## config.mk

```make
export PLATFORM = sky130hd
export DESIGN_NAME = fetch_stage
export DESIGN_NICKNAME = d
export VERILOG_FILES = /design/src/rtl/fetch_stage.sv
export SDC_FILE = /design/constraint.sdc
export NUM_CORES = 1
export LEC_CHECK = 0
export CAP_MARGIN = 20
export CORE_MARGIN = 2
export CORE_UTILIZATION = 45
export CTS_CLUSTER_SIZE = 8
export DETAILED_ROUTE_END_ITERATION = 12
export GPL_ROUTABILITY_DRIVEN = 0
export PLACE_DENSITY_LB_ADDON = 0.2
export SYNTH_ARGS = -nofsm -noshare
export SYNTH_HDL_FRONTEND = slang
export SYNTH_SLANG_ARGS = --single-unit
```

## constraint.sdc

```tcl
create_clock -name clk -period 3.7 [get_ports clk]
set_input_delay 0.74 -clock clk [delete_from_list [all_inputs] [get_ports clk]]
set_output_delay 0.74 -clock clk [all_outputs]
set_load 0.01 [all_outputs]
```

## src/rtl/fetch_stage.sv

```systemverilog
// Instruction-fetch stage: owns the word-addressed PC, drives instruction memory,
// and loads the IF/ID pipeline register with stall, redirect/flush and HALT handling.
module fetch_stage #(
  parameter int          PC_W        = 11,
  parameter int          INSTR_W     = 32,
  parameter logic [31:0] HALT_OPCODE = 32'hFFFF_FFFF,
  parameter logic [31:0] NOP_INSTR   = 32'h0000_0000
) (
  input  logic               clk,
  input  logic               reset,
  input  logic               stall,
  input  logic               branch_taken,
  input  logic [PC_W-1:0]    branch_target,
  input  logic               jump,
  input  logic [PC_W-1:0]    jump_target,
  input  logic               resume,
  output logic [PC_W-1:0]    imem_addr,
  input  logic [INSTR_W-1:0] imem_data,
  output logic [PC_W-1:0]    if_id_pc_plus1,
  output logic [INSTR_W-1:0] if_id_instr,
  output logic               if_id_valid,
  output logic               halted,
  output logic [31:0]        fetch_count
);

  typedef enum logic {
    RUN  = 1'b0,
    HALT = 1'b1
  } state_t;

  localparam logic [INSTR_W-1:0] HALT_WORD = HALT_OPCODE[INSTR_W-1:0];
  localparam logic [INSTR_W-1:0] NOP_WORD  = NOP_INSTR[INSTR_W-1:0];

  state_t             state, state_nxt;
  logic [PC_W-1:0]    pc, pc_nxt;
  logic [PC_W-1:0]    pc_plus1;
  logic [PC_W-1:0]    pc1_nxt;
  logic [INSTR_W-1:0] instr_nxt;
  logic               valid_nxt;
  logic [31:0]        count_nxt;

  // PC arithmetic stays in PC_W bits so the top word wraps to 0.
  assign pc_plus1  = pc + 1'b1;
  assign imem_addr = pc;
  assign halted    = (state == HALT);

  always_ff @(posedge clk or posedge reset) begin
    if (reset) begin
      state          <= RUN;
      pc             <= '0;
      if_id_pc_plus1 <= '0;
      if_id_instr    <= NOP_WORD;
      if_id_valid    <= 1'b0;
      fetch_count    <= '0;
    end else begin
      state          <= state_nxt;
      pc             <= pc_nxt;
      if_id_pc_plus1 <= pc1_nxt;
      if_id_instr    <= instr_nxt;
      if_id_valid    <= valid_nxt;
      fetch_count    <= count_nxt;
    end
  end

  // Priority: branch_taken > jump (RUN only) > stall > HALT hold > normal fetch.
  always_comb begin
    state_nxt = state;
    pc_nxt    = pc;
    pc1_nxt   = if_id_pc_plus1;
    instr_nxt = if_id_instr;
    valid_nxt = if_id_valid;
    count_nxt = fetch_count;

    if (branch_taken) begin
      // A taken branch squashes the path the halt word came from.
      pc_nxt    = branch_target;
      instr_nxt = NOP_WORD;
      valid_nxt = 1'b0;
      state_nxt = RUN;
    end else if (jump && state == RUN) begin
      pc_nxt    = jump_target;
      instr_nxt = NOP_WORD;
      valid_nxt = 1'b0;
    end else if (stall) begin
      // Everything holds, including a pending resume.
    end else if (state == HALT) begin
      instr_nxt = NOP_WORD;
      valid_nxt = 1'b0;
      if (resume) begin
        pc_nxt    = pc_plus1;
        state_nxt = RUN;
      end
    end else begin
      pc1_nxt   = pc_plus1;
      instr_nxt = imem_data;
      valid_nxt = 1'b1;
      count_nxt = fetch_count + 32'd1;
      if (imem_data == HALT_WORD) begin
        state_nxt = HALT;
      end else begin
        pc_nxt = pc_plus1;
      end
    end
  end

endmodule

```

Yosys cells after proc, flatten, opt, wreduce, memory -nomap -nowiden

Cells that the tools add are included.

Input bits: 60
Word-level logic and storage cells: 42
Memory bits (read-only): 0
Flip-flop bits (word level): 88
Memories: 0
Memory bits (writable): 0
Bits in latches: 0

Shift operators: 0
Order comparisons: 0
Reduce and logical (&&, ||, !) cells: 4
Multiplexer cells: 20
Bitwise operators: 4
Equality and inequality tests: 6
Div/mod/pow operators: 0
Add/subtract/negate cells: 2
Multipliers: 0

Operator list:

| operator                                               | count |
|---|---|
| 2-to-1 mux 32 bit                                      | 4 |
| 2-to-1 mux 11 bit                                      | 6 |
| adder 32 x 1 -> 32 bit (second input constant)         | 1 |
| equality test 32 bit (second input constant)           | 1 |
| adder 11 x 1 -> 11 bit (second input constant)         | 1 |
| 2-to-1 mux 1 bit                                       | 10 |
| inequality test 4 x 3 -> 1 bit (second input constant) | 1 |
| inequality test 4 bit (second input constant)          | 1 |
| inverter 1 bit                                         | 4 |
| AND reduction 4 bit                                    | 1 |
| inequality test 3 x 1 -> 1 bit (second input constant) | 1 |
| AND reduction 3 bit                                    | 1 |
| inequality test 2 x 1 -> 1 bit (second input constant) | 1 |
| inequality test 2 bit (second input constant)          | 1 |
| AND reduction 2 bit                                    | 1 |
| logical AND 1 bit                                      | 1 |

Logic depth before layout (Yosys ltp)

Gate-level depths: netlist of run 1.

Depth after elaboration: 6
Depth in mapped cells: 9

Worst setup path before layout of run 1

No wires, ideal clock.

Path kind: input -> register
Start point: input port branch_taken
End point: register pc[1] (netlist: imem_addr[1])
Buffers on the path: 3
Arrival time: 2.578 ns
Stages on the path: 7
Path slack: 0.997 ns
Required time: 3.575 ns
Cell sequence: clkbuf_1 -> nor3_1 -> and3_1 -> clkbuf_1 -> or2_2 -> buf_2 -> mux2_2

Cells in the longest elaborated chain, start to end: 2
Elaborated cells on any way between the ends: 5

RTL lines:

| item                                                          | line | text |
|---|---|---|
| from (decl)                                                   | 12   | `input logic branch_taken,` |
| inequality test 4 bit (no line), or another cell as far along | n/a  |  |
| AND reduction 3 bit (no line)                                 | n/a  |  |
| to (signal assigned)                                          | 57   | `pc <= pc_nxt;` |
| to (decl)                                                     | 35   | `logic [PC_W-1:0] pc, pc_nxt;` |

Several ways; a longest one is shown, not always the timed one.
A chain may end at the register's enable or synchronous reset.

Worst setup path after layout of run 1

Start point: input port jump
End point: register fetch_count[27]

Cells in the longest elaborated chain, start to end: 3

RTL lines:

| item                          | line | text |
|---|---|---|
| from (decl)                   | 14   | `input logic jump,` |
| logical AND 1 bit             | 80   | `end else if (jump && state == RUN) begin` |
| inverter 1 bit (no line)      | n/a  |  |
| AND reduction 4 bit (no line) | n/a  |  |
| to (signal assigned)          | 61   | `fetch_count <= count_nxt;` |
| to (decl)                     | 23   | `output logic [31:0] fetch_count` |

Every way passes these cells.

==> results_dict.tcl, run 1 <==
set metrics [dict create \
    worstSkewPairLatency_ps 340 \
    ys_async_sr_fraction 1.00 \
    ys_ff_latch 88 \
    cts_made_buffers 9 \
    power_frac_seq 0.519 \
    synth-xor-area-share 0.0862 \
    arrival_ps 3150 \
    intPower_mw 1.56 \
    max_slew_margin 0.567 \
    h-tree-depth 3 \
    end_kind "register" \
    ios 148 \
    viasPerCell 5.23 \
    cts_buffer_depth 2 \
    grt_antenna_before_repair 0 \
    ant_nets 0 \
    num_vias 3486 \
    grt_max_degree 54 \
    synth_common_cells "dfrtp_1 (88), nand2_1 (79), o21ai_0 (38)" \
    required_ps 3970 \
    yosys.area_share.simple 0.202 \
    synth_top_family_by_area "simple AND/OR/NAND/NOR gates" \
    synth_most_common_cell "dfrtp_1" \
    status "finished clean" \
    switching_share 0.293 \
    synthMuxAreaShare 0.0132 \
    drtIter0Drc 107 \
    clkTransAtPathRegs_ps 90 \
    peakVddDrop_uv 171 \
    wl_per_cell_um 15.4 \
    cts_setup_buffers 0 \
    rows 34 \
    die_height_um 99.0 \
    post_cts_resized 0 \
    grt_pass1_vias 3450 \
    cpMostUsedCell "or4_4" \
    power-per-cell-area_nw_per_um2 377 \
    areaGrowthSynthToFinish_pct 43.5 \
    hold_viol_final 0 \
    fin_tns_setup_ps 0 \
    hold-worst-slack_ps 485 \
    min_path_type "reg2reg" \
    fmax_mhz 347 \
    synthFlopType "dfrtp_1" \
    synth-edff-count 0 \
    crit_type "in2reg" \
    hpwl_um 7690 \
    core_um2 8720 \
    final.period_utilization 0.779 \
    synth_compound_area_frac 0.120 \
    drive_above_1_share 0.0644 \
    slowest_stage "or4_4" \
    ys_warn_count 0 \
    synthAdderAreaFrac 0.00616 \
    grt_pass1_wl_um 16900 \
    yosysSeqAreaShare 0.542 \
    clock_power_share 0.269 \
    yosys-top-cells-area "dfrtp_1 (54%), nand2_1 (7.3%), xnor2_1 (6.5%)" \
    grt_overflow 0 \
    grt_usage 0.215 \
    utilization 0.669 \
    path_max_fanout 6 \
    start_kind "input pin" \
    fin_nets 616 \
    antenna_cells 0 \
    wl_um 10300 \
    clockRootBuffer "clkbuf_8" \
    cts_tree "yes" \
    worst_pin_slew_ps 648 \
    cp_top_family "simple AND/OR/NAND/NOR gates" \
    pre_cts_ws_ps 467 \
    setup_viol 0 \
    holdBufCountCts 0 \
    rsz0062_at_grt "no" \
    start_util 0.466 \
    yosys.area.top_type_share 0.542 \
    path_cells "clkdlybuf4s50_1 -> or4_4 -> or4_4 -> and4bb_2 -> and4_1 -> xor2_1" \
    drcViolationCount 0 \
    syn_area_um2 4060 \
    placement.io_buffers 147 \
    drv_slew 0 \
    die-area_um2 9810 \
    drt_first_pass_iters 4 \
    syn_inst 410 \
    fin_skew_ps 12.4 \
    syn_nets 472 \
    crit_buf_inv 1 \
    yosysTopAreaCell "dfrtp_1" \
    min_period_ps 2880 \
    die_w_um 99.0 \
    synth_cell_types 38 \
    critPathMaxStageDelay_ps 590 \
    switchingPower_mw 0.644 \
    cap_violations 0 \
    fin_ws_ps 816 \
    p_leak_nw 2.47 \
    syn_area_per_cell_um2 9.91 \
    clock-sinks 88 \
    combPwrFrac 0.213 \
]
-- final cells by class --
| cell class | instances | area (µm²) |
|---|---|---|
| clock buffers | 10 | 128 |
| clock inverters | 6 | 43.8 |
| fillers | 695 | 2890 |
| inverters | 7 | 27.5 |
| multi-input cells | 293 | 1750 |
| flip-flops and latches | 88 | 2200 |
| well taps | 108 | 135 |
| repair buffers | 155 | 1540 |
-- kinds of logic after synthesis --
logic type / Yosys count
simple gates: 169
xor+xnor: 40
compound gates: 77
fa+ha+maj: 2
mux: 5
flops: 88
buf+inv: 29
-- worst paths after layout --
kind / cells after the start / slack [ps] / start / to
max: 6 / 820 / jump / fetch_count[27]
max reg2reg: 5 / 1290 / halted / fetch_count[27]
max in group asynchronous: 3 / 2230 / reset / if_id_instr[16]
min in group asynchronous: 2 / 790 / reset / fetch_count[13]
min: 2 / 480 / if_id_instr[13] / if_id_instr[13]
min reg2reg: 2 / 480 / if_id_instr[13] / if_id_instr[13]
-- power by group through the flow --
stage | sequential, mW | clock (mW) | combinational (mW)
2_1_floorplan | 1.17 | 0 | 0.153
3_3_place_gp | 1.16 | 0 | 0.462
3_5_place_dp | 1.16 | 0 | 0.474
4_1_cts | 1.14 | 0.610 | 0.475
5_1_grt | 1.16 | 0.652 | 0.510
6_report | 1.14 | 0.592 | 0.468
-- worst register-to-register path: cells and delay by family, from the launching register on --
kind | cells | cell delay, ps
simple gates | 4 | 1720
flops | 1 | 480
xor+xnor | 1 | 140
-- sequential cells by signal, summed over array words and instances, names as in the netlist --
name,cells
imem_addr,11
if_id_pc_plus1,11
if_id_valid,1
if_id_instr,32
halted,1
fetch_count,32
-- metal layers --
metal | routed length [µm] | up-vias | track usage | share of wire
met2 | 4960 | 113 | 0.354 | 0.48
met3 | 639 | 4 | 0.0504 | 0.062
met4 | 72 | 0 | 0.0580 | 0.0070
met5 | 0 | - | 0 | 0
li1 | - | 1716 | - | -
met1 | 4630 | 1653 | 0.288 | 0.45
-- stage by stage --
stage | total power, mW | cells | area (µm²)
2_1_floorplan | 1.33 | 410 | 4060
3_3_place_gp | 1.62 | 651 | 5660
3_5_place_dp | 1.63 | 651 | 5660
4_1_cts | 2.23 | 667 | 5830
5_1_grt | 2.32 | 667 | 5830
6_report | 2.20 | 667 | 5830
-- placed cells by master (no fill, tap or decap), types with 7 or more instances in the layout --
cell type / count
clkbuf_8: 9
clkdlybuf4s50_1: 147
nand4_1: 15
buf_4: 7
a21oi_1: 10
dfrtp_1: 88
nand2_1: 79
a22o_1: 14
xor2_1: 10
nor2_1: 21
o21ai_0: 38
nand3_1: 13
xnor2_1: 30
and3_1: 7
No activity file was read; power rests on OpenSTA's default activity.
==> run 2: changes to the inputs <==
Settings changed: CORE_UTILIZATION 45 to 40.
Clock period 3.7 ns to 2.65 ns, I/O delays scaled along.
==> run 2 against run 1 <==
Combinational power is 43% higher. Cell count is 5.4% higher. Sequential power is 39% higher. Setup slack worse by 670 ps. Flip-flop and latch count stayed put. First-iteration DRC count is 1.9% lower. Hold slack worse by 8.0 ps. Sequential share of layout area is 1.1 points lower.
==> results_dict.tcl, run 2 (synthesis gave the netlist of run 1 again) <==
set metrics [dict create \
    status "finished clean" \
    max_slew_margin 0.533 \
    die-area_um2 11000 \
    cap_violations 0 \
    worst_pin_slew_ps 699 \
    path_max_fanout 27 \
    layout_common_cells "clkdlybuf4s50_1 (147), dfrtp_1 (88), nand2_1 (79)" \
    start_util 0.414 \
    grt_overflow 0 \
    drt_first_pass_iters 4 \
    critPathMaxStageDelay_ps 570 \
    utilization 0.612 \
    place_inst 687 \
    fmax_mhz 399 \
    placement.io_buffers 147 \
    h-tree-depth 3 \
    power-per-cell-area_nw_per_um2 543 \
    setup_viol 0 \
    rr_worst_depth 6 \
    peakVddDrop_uv 366 \
    p_total_mw 3.26 \
    min_period_ps 2510 \
    final.period_utilization 0.946 \
    reg2reg_from "halted" \
    intPower_mw 2.38 \
    fin_ws_ps 142 \
    die_height_um 105 \
    crit_type "in2reg" \
    fin_skew_ps 14.4 \
    arrival_ps 2790 \
    slowest_stage "or4_4" \
    clockRootBuffer "clkbuf_8" \
    die_w_um 105 \
    grt_pass1_wl_um 18000 \
    core_um2 9820 \
    ios 148 \
    mostFrequentLayoutCell "clkdlybuf4s50_1" \
    worstSkewPairLatency_ps 350 \
    rsz0062_at_grt "no" \
    grt_usage 0.203 \
    reg2reg_slack_ps 400 \
    required_ps 2930 \
    rows 36 \
    wl_um 10700 \
    power_frac_seq 0.486 \
    cts_made_buffers 9 \
    min_from "if_id_valid" \
    antenna_cells 0 \
    clkTransAtPathRegs_ps 90 \
    p_leak_nw 2.56 \
    clock_power_share 0.309 \
    fin_cells 703 \
    cts_setup_buffers 0 \
    holdBufCountCts 0 \
    end_kind "register" \
    switching_share 0.272 \
    crit_end "fetch_count[26]" \
    cts_buffer_depth 2 \
    fillCellCount 909 \
    combPwrFrac 0.205 \
    ant_nets 0 \
    areaGrowthSynthToFinish_pct 47.8 \
    grt_antenna_before_repair 0 \
    hold_depth 2 \
    drive_above_1_share 0.0825 \
    r2r_end "fetch_count[26]" \
    cts_tree "yes" \
    reg.largest.list "fetch_count x32, if_id_instr x32" \
    hpwl_um 8180 \
    switchingPower_mw 0.886 \
    start_kind "input pin" \
    wl_per_cell_um 15.3 \
    drcViolationCount 0 \
    drtIter0Drc 105 \
    min_path_type "reg2reg" \
    path_cells "clkdlybuf4s50_1 -> or4_4 -> buf_4 -> nor4_2 -> and4_1 -> and3_1 -> xor2_1" \
    setup.worst_path.start "jump" \
    fin_nets 627 \
    grt_pass1_vias 3544 \
    grt_max_degree 52 \
    viasPerCell 5.06 \
    clock-sinks 88 \
    post_cts_resized 0 \
    pre_cts_ws_ps -245 \
    drv_slew 0 \
    num_vias 3560 \
    hold_viol_final 0 \
]
run 2: routing by layer:
layer | GRT usage | vias to the layer above | routed length [µm]
met1 | 0.269 | 1694 | 4770
met4 | 0.0429 | 0 | 126
met3 | 0.0599 | 9 | 642
met2 | 0.332 | 111 | 5200
li1 | - | 1746 | -
met5 | 0 | - | 0
run 2: area by class of cell:
cell class	instances	area, µm²	share of cell area
inverter	7	30.0	0.00500
tap	133	166	0.0277
clock buffer	10	128	0.0212
multi-input combinational	293	1750	0.292
clock inverter	6	90.1	0.0150
sequential	88	2200	0.367
timing repair buffer	166	1640	0.273
run 2: power groups by stage:
| stage | registers (mW) | clock network (mW) | logic, mW |
|---|---|---|---|
| floorplan | 1.64 | 0 | 0.214 |
| global placement | 1.61 | 0 | 0.666 |
| detailed placement | 1.61 | 0 | 0.675 |
| CTS | 1.59 | 1.03 | 0.678 |
| global route | 1.61 | 1.09 | 0.729 |
| finish | 1.59 | 1.01 | 0.667 |
run 2: worst min-delay path by stage:
stage                       to  slack, ps
2_1_floorplan  fetch_count[31]        510
3_3_place_gp    if_id_instr[5]        460
3_5_place_dp       if_id_valid        460
4_1_cts            if_id_valid        480
5_1_grt        fetch_count[31]        520
6_report           if_id_valid        480
run 2: stage by stage:
step                setup TNS (ps)  hold slack (ps)  area [µm²]
finish                           0              477        6010
floorplan                        0              508        4070
global placement             -1770              462        5790
detailed placement           -2430              463        5790
global route                     0              522        6010
CTS                              0              481        6010
run 2: critical path, delay by kind of cell:
family                    cells  cell delay [ps]
and+or+nand+nor               4             1420
buffers and inverters         2              660
xor gates and xnor gates      1              160
